### config.mk
export PLATFORM = sky130hd
export DESIGN_NAME = mem_arbiter
export DESIGN_NICKNAME = d
export VERILOG_FILES = /design/src/rtl/mem_pkg.sv /design/src/rtl/req_slot.sv /design/src/rtl/mem_arbiter.sv
export SDC_FILE = /design/constraint.sdc
export NUM_CORES = 1
export LEC_CHECK = 0
export ABC_AREA = 0
export BUFFER_PORTS_ARGS = -buffer_cell sky130_fd_sc_hd__buf_2
export CAP_MARGIN = 20
export CORE_ASPECT_RATIO = 1.4
export CORE_MARGIN = 5
export CORE_UTILIZATION = 35
export CTS_CLUSTER_SIZE = 14
export DETAILED_ROUTE_END_ITERATION = 16
export GPL_TIMING_DRIVEN = 1
export SLEW_MARGIN = 15
export SYNTH_ARGS = -nofsm -noshare
export SYNTH_HDL_FRONTEND = slang
export SYNTH_HIERARCHICAL = 1
export SYNTH_SLANG_ARGS = --single-unit
### constraint.sdc
create_clock -name clk -period 5.06 [get_ports clk]
set_input_delay 0.506 -clock clk [delete_from_list [all_inputs] [get_ports clk]]
set_output_delay 0.506 -clock clk [all_outputs]
set_load 0.01 [all_outputs]
### src/rtl/mem_pkg.sv
// Shared definitions for the cache-side memory protocol and the arbiter FSM.
package mem_pkg;

  localparam logic [1:0] MEM_NONE    = 2'd0;
  localparam logic [1:0] MEM_READ    = 2'd1;
  localparam logic [1:0] MEM_WRITE   = 2'd2;
  localparam logic [1:0] MEM_ILLEGAL = 2'd3;

  localparam int unsigned MEM_ADDR_W = 32;
  localparam int unsigned MEM_DATA_W = 32;

  typedef enum logic {
    ST_IDLE = 1'b0,
    ST_WAIT = 1'b1
  } arb_state_e;

  // Request layout for the default 32/32 configuration; the arbiter builds the
  // same layout from its own parameters.
  typedef struct packed {
    logic [1:0]              flag;
    logic [MEM_ADDR_W-1:0]   addr;
    logic [MEM_DATA_W-1:0]   data;
    logic [MEM_DATA_W/8-1:0] mask;
  } mem_req_t;

  function automatic logic is_request(input logic [1:0] flag);
    return (flag == MEM_READ) || (flag == MEM_WRITE);
  endfunction

endpackage

### src/rtl/req_slot.sv
// One-entry request buffer: captures a request when empty and unblocked,
// flags an overflow when a request arrives that cannot be held.
module req_slot
  import mem_pkg::*;
#(
  parameter type req_t = mem_req_t
) (
  input  logic clk,
  input  logic rst,
  input  logic load_i,
  input  logic block_i,
  input  logic clear_i,
  input  req_t req_i,
  output logic valid_o,
  output req_t req_o,
  output logic err_o
);

  logic valid_q;
  req_t req_q;
  logic accept;

  assign accept  = load_i && !valid_q && !block_i;
  assign err_o   = load_i && (valid_q || block_i);
  assign valid_o = valid_q;
  assign req_o   = req_q;

  // clear_i only fires on a valid slot and accept needs an empty one, so
  // the two never collide.
  always_ff @(posedge clk or posedge rst) begin
    if (rst) begin
      valid_q <= 1'b0;
      req_q   <= '0;
    end else if (clear_i) begin
      valid_q <= 1'b0;
    end else if (accept) begin
      valid_q <= 1'b1;
      req_q   <= req_i;
    end
  end

endmodule

### src/rtl/mem_arbiter.sv
// Shares one downstream memory port between the I-cache (port 0) and the
// D-cache (port 1); D-cache writes also flush the matching I-cache line.
module mem_arbiter
  import mem_pkg::*;
#(
  parameter int ADDR_WIDTH = 32,
  parameter int DATA_WIDTH = 32,
  parameter int FIXED_PRIO = 0
) (
  input  logic                    clk,
  input  logic                    rst,
  input  logic [1:0]              p0_rw_flag_i,
  input  logic [ADDR_WIDTH-1:0]   p0_addr_i,
  input  logic [DATA_WIDTH-1:0]   p0_w_data_i,
  input  logic [DATA_WIDTH/8-1:0] p0_w_mask_i,
  output logic [DATA_WIDTH-1:0]   p0_r_data_o,
  output logic                    p0_busy_o,
  output logic                    p0_done_o,
  input  logic [1:0]              p1_rw_flag_i,
  input  logic [ADDR_WIDTH-1:0]   p1_addr_i,
  input  logic [DATA_WIDTH-1:0]   p1_w_data_i,
  input  logic [DATA_WIDTH/8-1:0] p1_w_mask_i,
  output logic [DATA_WIDTH-1:0]   p1_r_data_o,
  output logic                    p1_busy_o,
  output logic                    p1_done_o,
  output logic [1:0]              mem_rw_flag_o,
  output logic [ADDR_WIDTH-1:0]   mem_addr_o,
  output logic [DATA_WIDTH-1:0]   mem_w_data_o,
  output logic [DATA_WIDTH/8-1:0] mem_w_mask_o,
  input  logic [DATA_WIDTH-1:0]   mem_r_data_i,
  input  logic                    mem_busy,
  input  logic                    mem_done,
  output logic                    icache_flush_flag_o,
  output logic [ADDR_WIDTH-1:0]   icache_flush_addr_o,
  output logic                    err_o
);

  localparam int MASK_WIDTH = DATA_WIDTH / 8;

  typedef struct packed {
    logic [1:0]            flag;
    logic [ADDR_WIDTH-1:0] addr;
    logic [DATA_WIDTH-1:0] data;
    logic [MASK_WIDTH-1:0] mask;
  } req_t;

  arb_state_e state_q, state_d;
  logic       owner_q, owner_d;
  logic       last_q, last_d;
  logic       err_q, err_d;

  logic [1:0] flag_in [2];
  req_t       req_in  [2];
  req_t       req_out [2];
  logic [1:0] load, block, clear, valid, ovf, done;
  logic       sel;
  req_t       issue;

  assign flag_in[0] = p0_rw_flag_i;
  assign flag_in[1] = p1_rw_flag_i;
  assign req_in[0]  = '{p0_rw_flag_i, p0_addr_i, p0_w_data_i, p0_w_mask_i};
  assign req_in[1]  = '{p1_rw_flag_i, p1_addr_i, p1_w_data_i, p1_w_mask_i};

  generate
    for (genvar gi = 0; gi < 2; gi++) begin : g_slot
      assign load[gi] = is_request(flag_in[gi]);
      // The owner may queue its next request in the cycle its done arrives.
      assign block[gi] = (state_q == ST_WAIT) && (owner_q == 1'(gi)) && !mem_done;

      req_slot #(.req_t(req_t)) u_slot (
        .clk     (clk),
        .rst     (rst),
        .load_i  (load[gi]),
        .block_i (block[gi]),
        .clear_i (clear[gi]),
        .req_i   (req_in[gi]),
        .valid_o (valid[gi]),
        .req_o   (req_out[gi]),
        .err_o   (ovf[gi])
      );
    end
  endgenerate

  always_ff @(posedge clk or posedge rst) begin
    if (rst) begin
      state_q <= ST_IDLE;
      owner_q <= 1'b0;
      last_q  <= 1'b1;
      err_q   <= 1'b0;
    end else begin
      state_q <= state_d;
      owner_q <= owner_d;
      last_q  <= last_d;
      err_q   <= err_d;
    end
  end

  always_comb begin
    state_d = state_q;
    owner_d = owner_q;
    last_d  = last_q;
    clear   = 2'b00;
    done    = 2'b00;
    sel     = 1'b0;
    issue   = '0;
    err_d   = err_q | (|ovf) | (p0_rw_flag_i == MEM_ILLEGAL)
                             | (p1_rw_flag_i == MEM_ILLEGAL);
    case (state_q)
      ST_IDLE: begin
        if ((|valid) && !mem_busy) begin
          if (&valid) sel = (FIXED_PRIO != 0) ? 1'b1 : ~last_q;
          else        sel = valid[1];
          issue      = req_out[sel];
          clear[sel] = 1'b1;
          owner_d    = sel;
          state_d    = ST_WAIT;
        end
      end
      ST_WAIT: begin
        if (mem_done) begin
          done[owner_q] = 1'b1;
          last_d        = owner_q;
          state_d       = ST_IDLE;
        end
      end
      default: state_d = ST_IDLE;
    endcase
  end

  assign mem_rw_flag_o = issue.flag;
  assign mem_addr_o    = issue.addr;
  assign mem_w_data_o  = issue.data;
  assign mem_w_mask_o  = issue.mask;

  assign icache_flush_flag_o = sel && (issue.flag == MEM_WRITE);
  assign icache_flush_addr_o = icache_flush_flag_o ? issue.addr : '0;

  assign p0_done_o   = done[0];
  assign p1_done_o   = done[1];
  assign p0_r_data_o = done[0] ? mem_r_data_i : '0;
  assign p1_r_data_o = done[1] ? mem_r_data_i : '0;
  assign p0_busy_o   = valid[0] || ((state_q == ST_WAIT) && !owner_q);
  assign p1_busy_o   = valid[1] || ((state_q == ST_WAIT) && owner_q);
  assign err_o       = err_q;

endmodule

==> flow_summary_export.csv, run 1 <==
group,metric,value,unit
setup_path,crit_arrival,3170,ps
cts,cts_tree,"built",
cts,cts_sinks,146,
cts,clock_path_buffers,2,
logic_synthesis,synth_cell_type_count,24,
cts,htreeDepth,4,
sta,period_needed,3671,ps
pwr,irDropWorstVdd,0.0002325,V
place,dp_hpwl,16980,um
final_layout,syn_to_final_growth,33.55,%
sta,post-route-period-util,0.7255,
floorplanning,die_w,131.7,um
place,placed_cells,1141,
floorplanning,die_y,180.4,um
floorplanning,start_util,0.3546,
cts,ctsHoldBuffers,0,
sta,rsz0062_at_grt,"no",
route,dr.pass1.iters,4,
floorplanning,num_rows,62,
route,routed_wirelength,23720,um
setup_path,required,4550,ps
logic_synthesis,ys_ff_latch,146,
sta,setup_slack,1389,ps
route,drc_errors,0,
global_routing,grt_max_degree,72,
sta,max_slew_margin,0.3006,
final_layout,layout.nets,1084,
sta,max_freq,272.4,MHz
sta,worst_pin_slew,1049,ps
setup_path,r2r_setup_slack,1930,ps
pwr,leakage,4.849,nW
logic_synthesis,syn_area_per_cell,12.61,um^2
cts,clk_pin_slew,60,ps
route,vias_per_cell,5.145,
place,gp_congestion,0.8306,
cts,insertion_delay,410,ps
final_layout,final_common_cell,"buf_2",
setup_path,reg2reg_depth,6,
final_layout,layout_common_cells,"buf_2 (347), dfrtp_1 (145), mux2_2 (128)",
global_routing,grt_usage,0.1969,
logic_synthesis,netlist_instances,576,
sta,fin_skew,6.501,ps
global_routing,grt_pass1_wl,37160,um
sta,final-hold-violation-count,0,
place,port-buffer-count,347,
sta,setup_tns,0,ps
logic_synthesis,synth_nets,754,
floorplanning,num_io_pins,348,
route,initialDrtViolationCount,191,
cts,cts_root_buf,"clkbuf_16",
sta,slew_violations,0,
pwr,powerDensity,584.7,nW/um^2
setup_path,reg2reg_from,"g_slot[1].u_slot/valid_o",
global_routing,grt_pass1_vias,6657,
floorplanning,coreArea,20480,um^2
logic_synthesis,synth_area,7262,um^2
route,vias,6102,
final_layout,layout.cells.non_filler,1186,
route,ant_nets,0,
place,pre_cts_ws,1858,ps
setup_path,startpoint,"last_q",
floorplanning,die_area,23770,um^2
status,status,"completed",
sta,finalSetupViolations,0,
cts,postCtsSetupRepairBufs,0,
cts,cts_made_buffers,17,
final_layout,drive_gt1_frac,0.5745,
pwr,total_power,5.671,mW
global_routing,antenna_found_initial,13,
cts,cts_resized,0,
setup_path,r2r-end,"g_slot[0].u_slot/req_o[20]",
logic_synthesis,ys_seq_area_frac,0.5033,
logic_synthesis,ys_warn_count,6,
global_routing,grt_overflow,0,
job,cap_violations,0,
setup_path,path_class,"flop to output pin",
hold_path,worstHoldPathType,"input pin to asynchronous set/reset pin",
setup_path,start_kind,"flop",
route,wl_per_cell,20.00,um
setup_path,end_kind,"output pin",
setup_path,crit_fanout,37,
==> routing by layer <==
| layer | global-route usage | wire length, um | up-vias |
|---|---|---|---|
| met5 | 0 | 27 | - |
| met4 | 0.1017 | 850 | 4 |
| met3 | 0.04777 | 1308 | 47 |
| met2 | 0.3458 | 12780 | 280 |
| met1 | 0.2200 | 8754 | 2979 |
| li1 | - | - | 2792 |
==> through the flow <==
step | util | hold WS [ps] | area (um^2)
2_1_floorplan | - | 271.4 | 7262
3_3_place_gp | 0.4418 | 457.0 | 9047
3_5_place_dp | 0.4418 | 469.3 | 9047
4_1_cts | 0.4702 | 22.62 | 9630
5_1_grt | 0.4735 | 19.16 | 9698
6_report | 0.4735 | 31.64 | 9698
==> synth_stat cells, drive strengths merged <==
cell	count	area, um^2
nor3b	1	18.77
a21oi	3	15.01
dfrtp	145	3628
nor4b	2	47.55
nand2	4	15.01
nand4b	1	8.760
clkbuf	12	45.04
a21o	2	15.01
a31oi	33	212.7
and2	64	400.4
nand2b	6	37.54
nor2	9	33.78
ha	2	25.02
o21a	2	15.01
a22o	70	613.1
buf	37	322.8
mux2	140	1577
and3	2	12.51
nor3	34	170.2
inv	6	22.52
dfstp	1	26.28
==> layout make-up <==
type,count,area [um^2]
Sequential cell,146,3655
Fill cell,1968,10780
Timing Repair Buffer,360,1859
Clock buffer,18,429.2
Antenna cell,11,27.53
Inverter,6,25.02
Multi-Input combinational cell,375,3228
Clock inverter,14,153.9
Tap cell,256,320.3
==> registers in the layout, indices dropped and copies added, names as in the netlist <==
register and flops:
err_o 1, owner_q 1, g_slot.u_slot/req_o 140, last_q 1, state_q 1, g_slot.u_slot/valid_o 2
==> cells by family after synthesis <==
logic type	share of synthesized area
AOI/OAI and AO/OA	0.1199
adders and majority gates	0.003445
DFF	0.5033
and+or+nand+nor	0.1025
muxes	0.2171
buffers and inverters	0.05376
==> power breakdown <==
| group | internal [mW] | switching, mW | leakage [nW] |
|---|---|---|---|
| sequential | 1.77 | 0.443 | 1.72 |
| clock | 0.733 | 0.507 | 0.278 |
| combinational | 1.13 | 1.08 | 2.85 |
| total | 3.64 | 2.03 | 4.85 |
==> how the worst max path moves through the flow <==
stage	end	slack, ps	depth (start not counted)
finish	mem_w_data_o[15]	1390	6
global route	mem_w_data_o[15]	1180	6
CTS	mem_w_data_o[15]	1390	6
detailed placement	mem_w_data_o[15]	1860	6
global placement	mem_w_data_o[24]	1880	6
floorplan	g_slot[0].u_slot/req_o[0]	2760	1
==> critical path: stages, from the launching register on <==
cell and delay, ps:
dfstp_2 530, nand2b_1 100, buf_4 400, and3_2 840
buf_4 490, a22o_1 220, buf_2 130
No activity file was read; power rests on OpenSTA's default activity.
==> run 2, diff against run 1 <==
==> constraint.sdc (replaced) <==
create_clock -name clk -period 3.4 [get_ports clk]
set_input_delay 0.34 -clock clk [delete_from_list [all_inputs] [get_ports clk]]
set_output_delay 0.34 -clock clk [all_outputs]
set_load 0.01 [all_outputs]
==> run 2 against run 1 <==
Clock skew about the same. Cell area increased by 0.59%. Register-to-register slack got worse by 800 ps. Setup slack got worse by 870 ps. Routed wire length decreased by 0.63%. Sequential share of layout area decreased by 0.22 points. Critical path depth decreased by 1. First-iteration DRC count increased by 10%. Utilization increased by 0.28 points. Global-route usage decreased by 0.32 points. Largest power group unchanged.
==> flow_summary_export.csv, run 2 (synthesis results as in run 1) <==
group,metric,value,unit
route,initialDrtViolationCount,211,
global_routing,grt_pass1_vias,6618,
sta,setup_tns,0,ps
cts,cts_made_buffers,17,
final_layout,final_common_cell,"buf_2",
route,vias_per_cell,5.114,
global_routing,grt_pass1_wl,36530,um
floorplanning,num_rows,62,
final_layout,drive_gt1_frac,0.5748,
sta,rsz0062_at_grt,"no",
floorplanning,die_w,131.7,um
route,ant_nets,0,
pwr,leakage,4.889,nW
place,port-buffer-count,347,
floorplanning,die_y,180.4,um
sta,fin_skew,6.459,ps
place,gp_congestion,0.8265,
cts,cts_resized,0,
final_layout,syn_to_final_growth,34.34,%
setup_path,crit_arrival,2540,ps
sta,holdWs,144.2,ps
setup_path,start_kind,"flop",
cts,cts_sinks,146,
place,dp_hpwl,17040,um
setup_path,required,3060,ps
route,routed_wirelength,23570,um
cts,cts_tree,"built",
final_layout,layout_common_cells,"buf_2 (347), dfrtp_1 (145), mux2_2 (128)",
route,drc_errors,0,
setup_path,end_kind,"output pin",
global_routing,antenna_found_initial,5,
setup_path,crit_fanout,72,
sta,worst_pin_slew,891.9,ps
floorplanning,start_util,0.3546,
status,status,"completed",
cts,clock_path_buffers,2,
floorplanning,coreArea,20480,um^2
place,dpl_cell_area,9090,um^2
pwr,powerDensity,883.4,nW/um^2
sta,post-route-period-util,0.8480,
pwr,irDropWorstVdd,0.0004459,V
hold_path,worstHoldPathType,"input pin to flop",
global_routing,grt_overflow,0,
floorplanning,die_area,23770,um^2
route,wl_per_cell,19.92,um
sta,final-hold-violation-count,0,
global_routing,grt_max_degree,73,
sta,finalSetupViolations,0,
cts,clk_pin_slew,60,ps
sta,period_needed,2883,ps
route,vias,6050,
floorplanning,num_io_pins,348,
sta,max_slew_margin,0.4054,
job,cap_violations,0,
cts,cts_root_buf,"clkbuf_16",
final_layout,design_area,9756,um^2
cts,postCtsSetupRepairBufs,0,
global_routing,grt_usage,0.1937,
final_layout,layout.nets,1087,
final_layout,largest_reg_flops,140,
route,dr.pass1.iters,4,
setup_path,path_class,"flop to output pin",
cts,insertion_delay,410,ps
sta,slew_violations,0,
cts,htreeDepth,4,
sta,max_freq,346.8,MHz
==> run 2: per-layer routing <==
layer,global-route usage,routed length (um)
met3,0.04358,1498
met2,0.3419,12470
met1,0.2221,8921
met4,0.08851,680
met5,0,0
==> run 2: cell type report <==
cell class	count	area [um^2]
antenna	5	12.51
inverter	6	26.28
timing repair buffer	363	1872
clock inverter	13	198.9
tap	256	320.3
fill	1980	10720
sequential	146	3655
clock buffer	19	442.9
multi-input combinational	375	3228
==> run 2: final timing paths <==
path	slack (ps)	end	cells past startpoint	from
worst max-delay path	520	mem_w_data_o[21]	5	state_q
worst min-delay path	140	g_slot[0].u_slot/req_o[13]	2	p0_w_data_i[9]
worst max register to register	1130	g_slot[0].u_slot/req_o[32]	5	g_slot[1].u_slot/valid_o
worst min register to register	490	g_slot[0].u_slot/req_o[14]	1	g_slot[0].u_slot/req_o[14]
max in group asynchronous	1970	g_slot[1].u_slot/req_o[45]	4	rst
min in group asynchronous	430	err_o	3	rst
==> run 2: report_power, final <==
part | total, mW | internal [mW] | leakage, nW | switching [mW]
combinational | 3.34 | 1.70 | 2.86 | 1.64
sequential | 3.26 | 2.63 | 1.72 | 0.621
clock | 2.03 | 1.26 | 0.307 | 0.761
==> run 2: per-stage QoR <==
stage	worst slack (ps)	utilization	std cells	total power [mW]
floorplan	1152	-	576	5.566
global placement	899.1	0.4439	1145	6.611
detailed placement	870.9	0.4439	1145	6.670
CTS	451.3	0.4757	1178	8.730
global route	386.3	0.4764	1183	9.184
finish	516.7	0.4764	1183	8.618
==> run 2: worst max-delay path, cell delays in order, from the launching register on <==
cell     delay (ps)
dfrtp_1         460
nor2_1          240
and3_2          260
buf_4           700
a22o_1          300
buf_2           140
==> run 2: timing repair <==
item / CTS / global route
hold buffers: 1 / 0
endpoints found under the setup margin: 0 / 0
hold endpoints to repair: 3 / 0
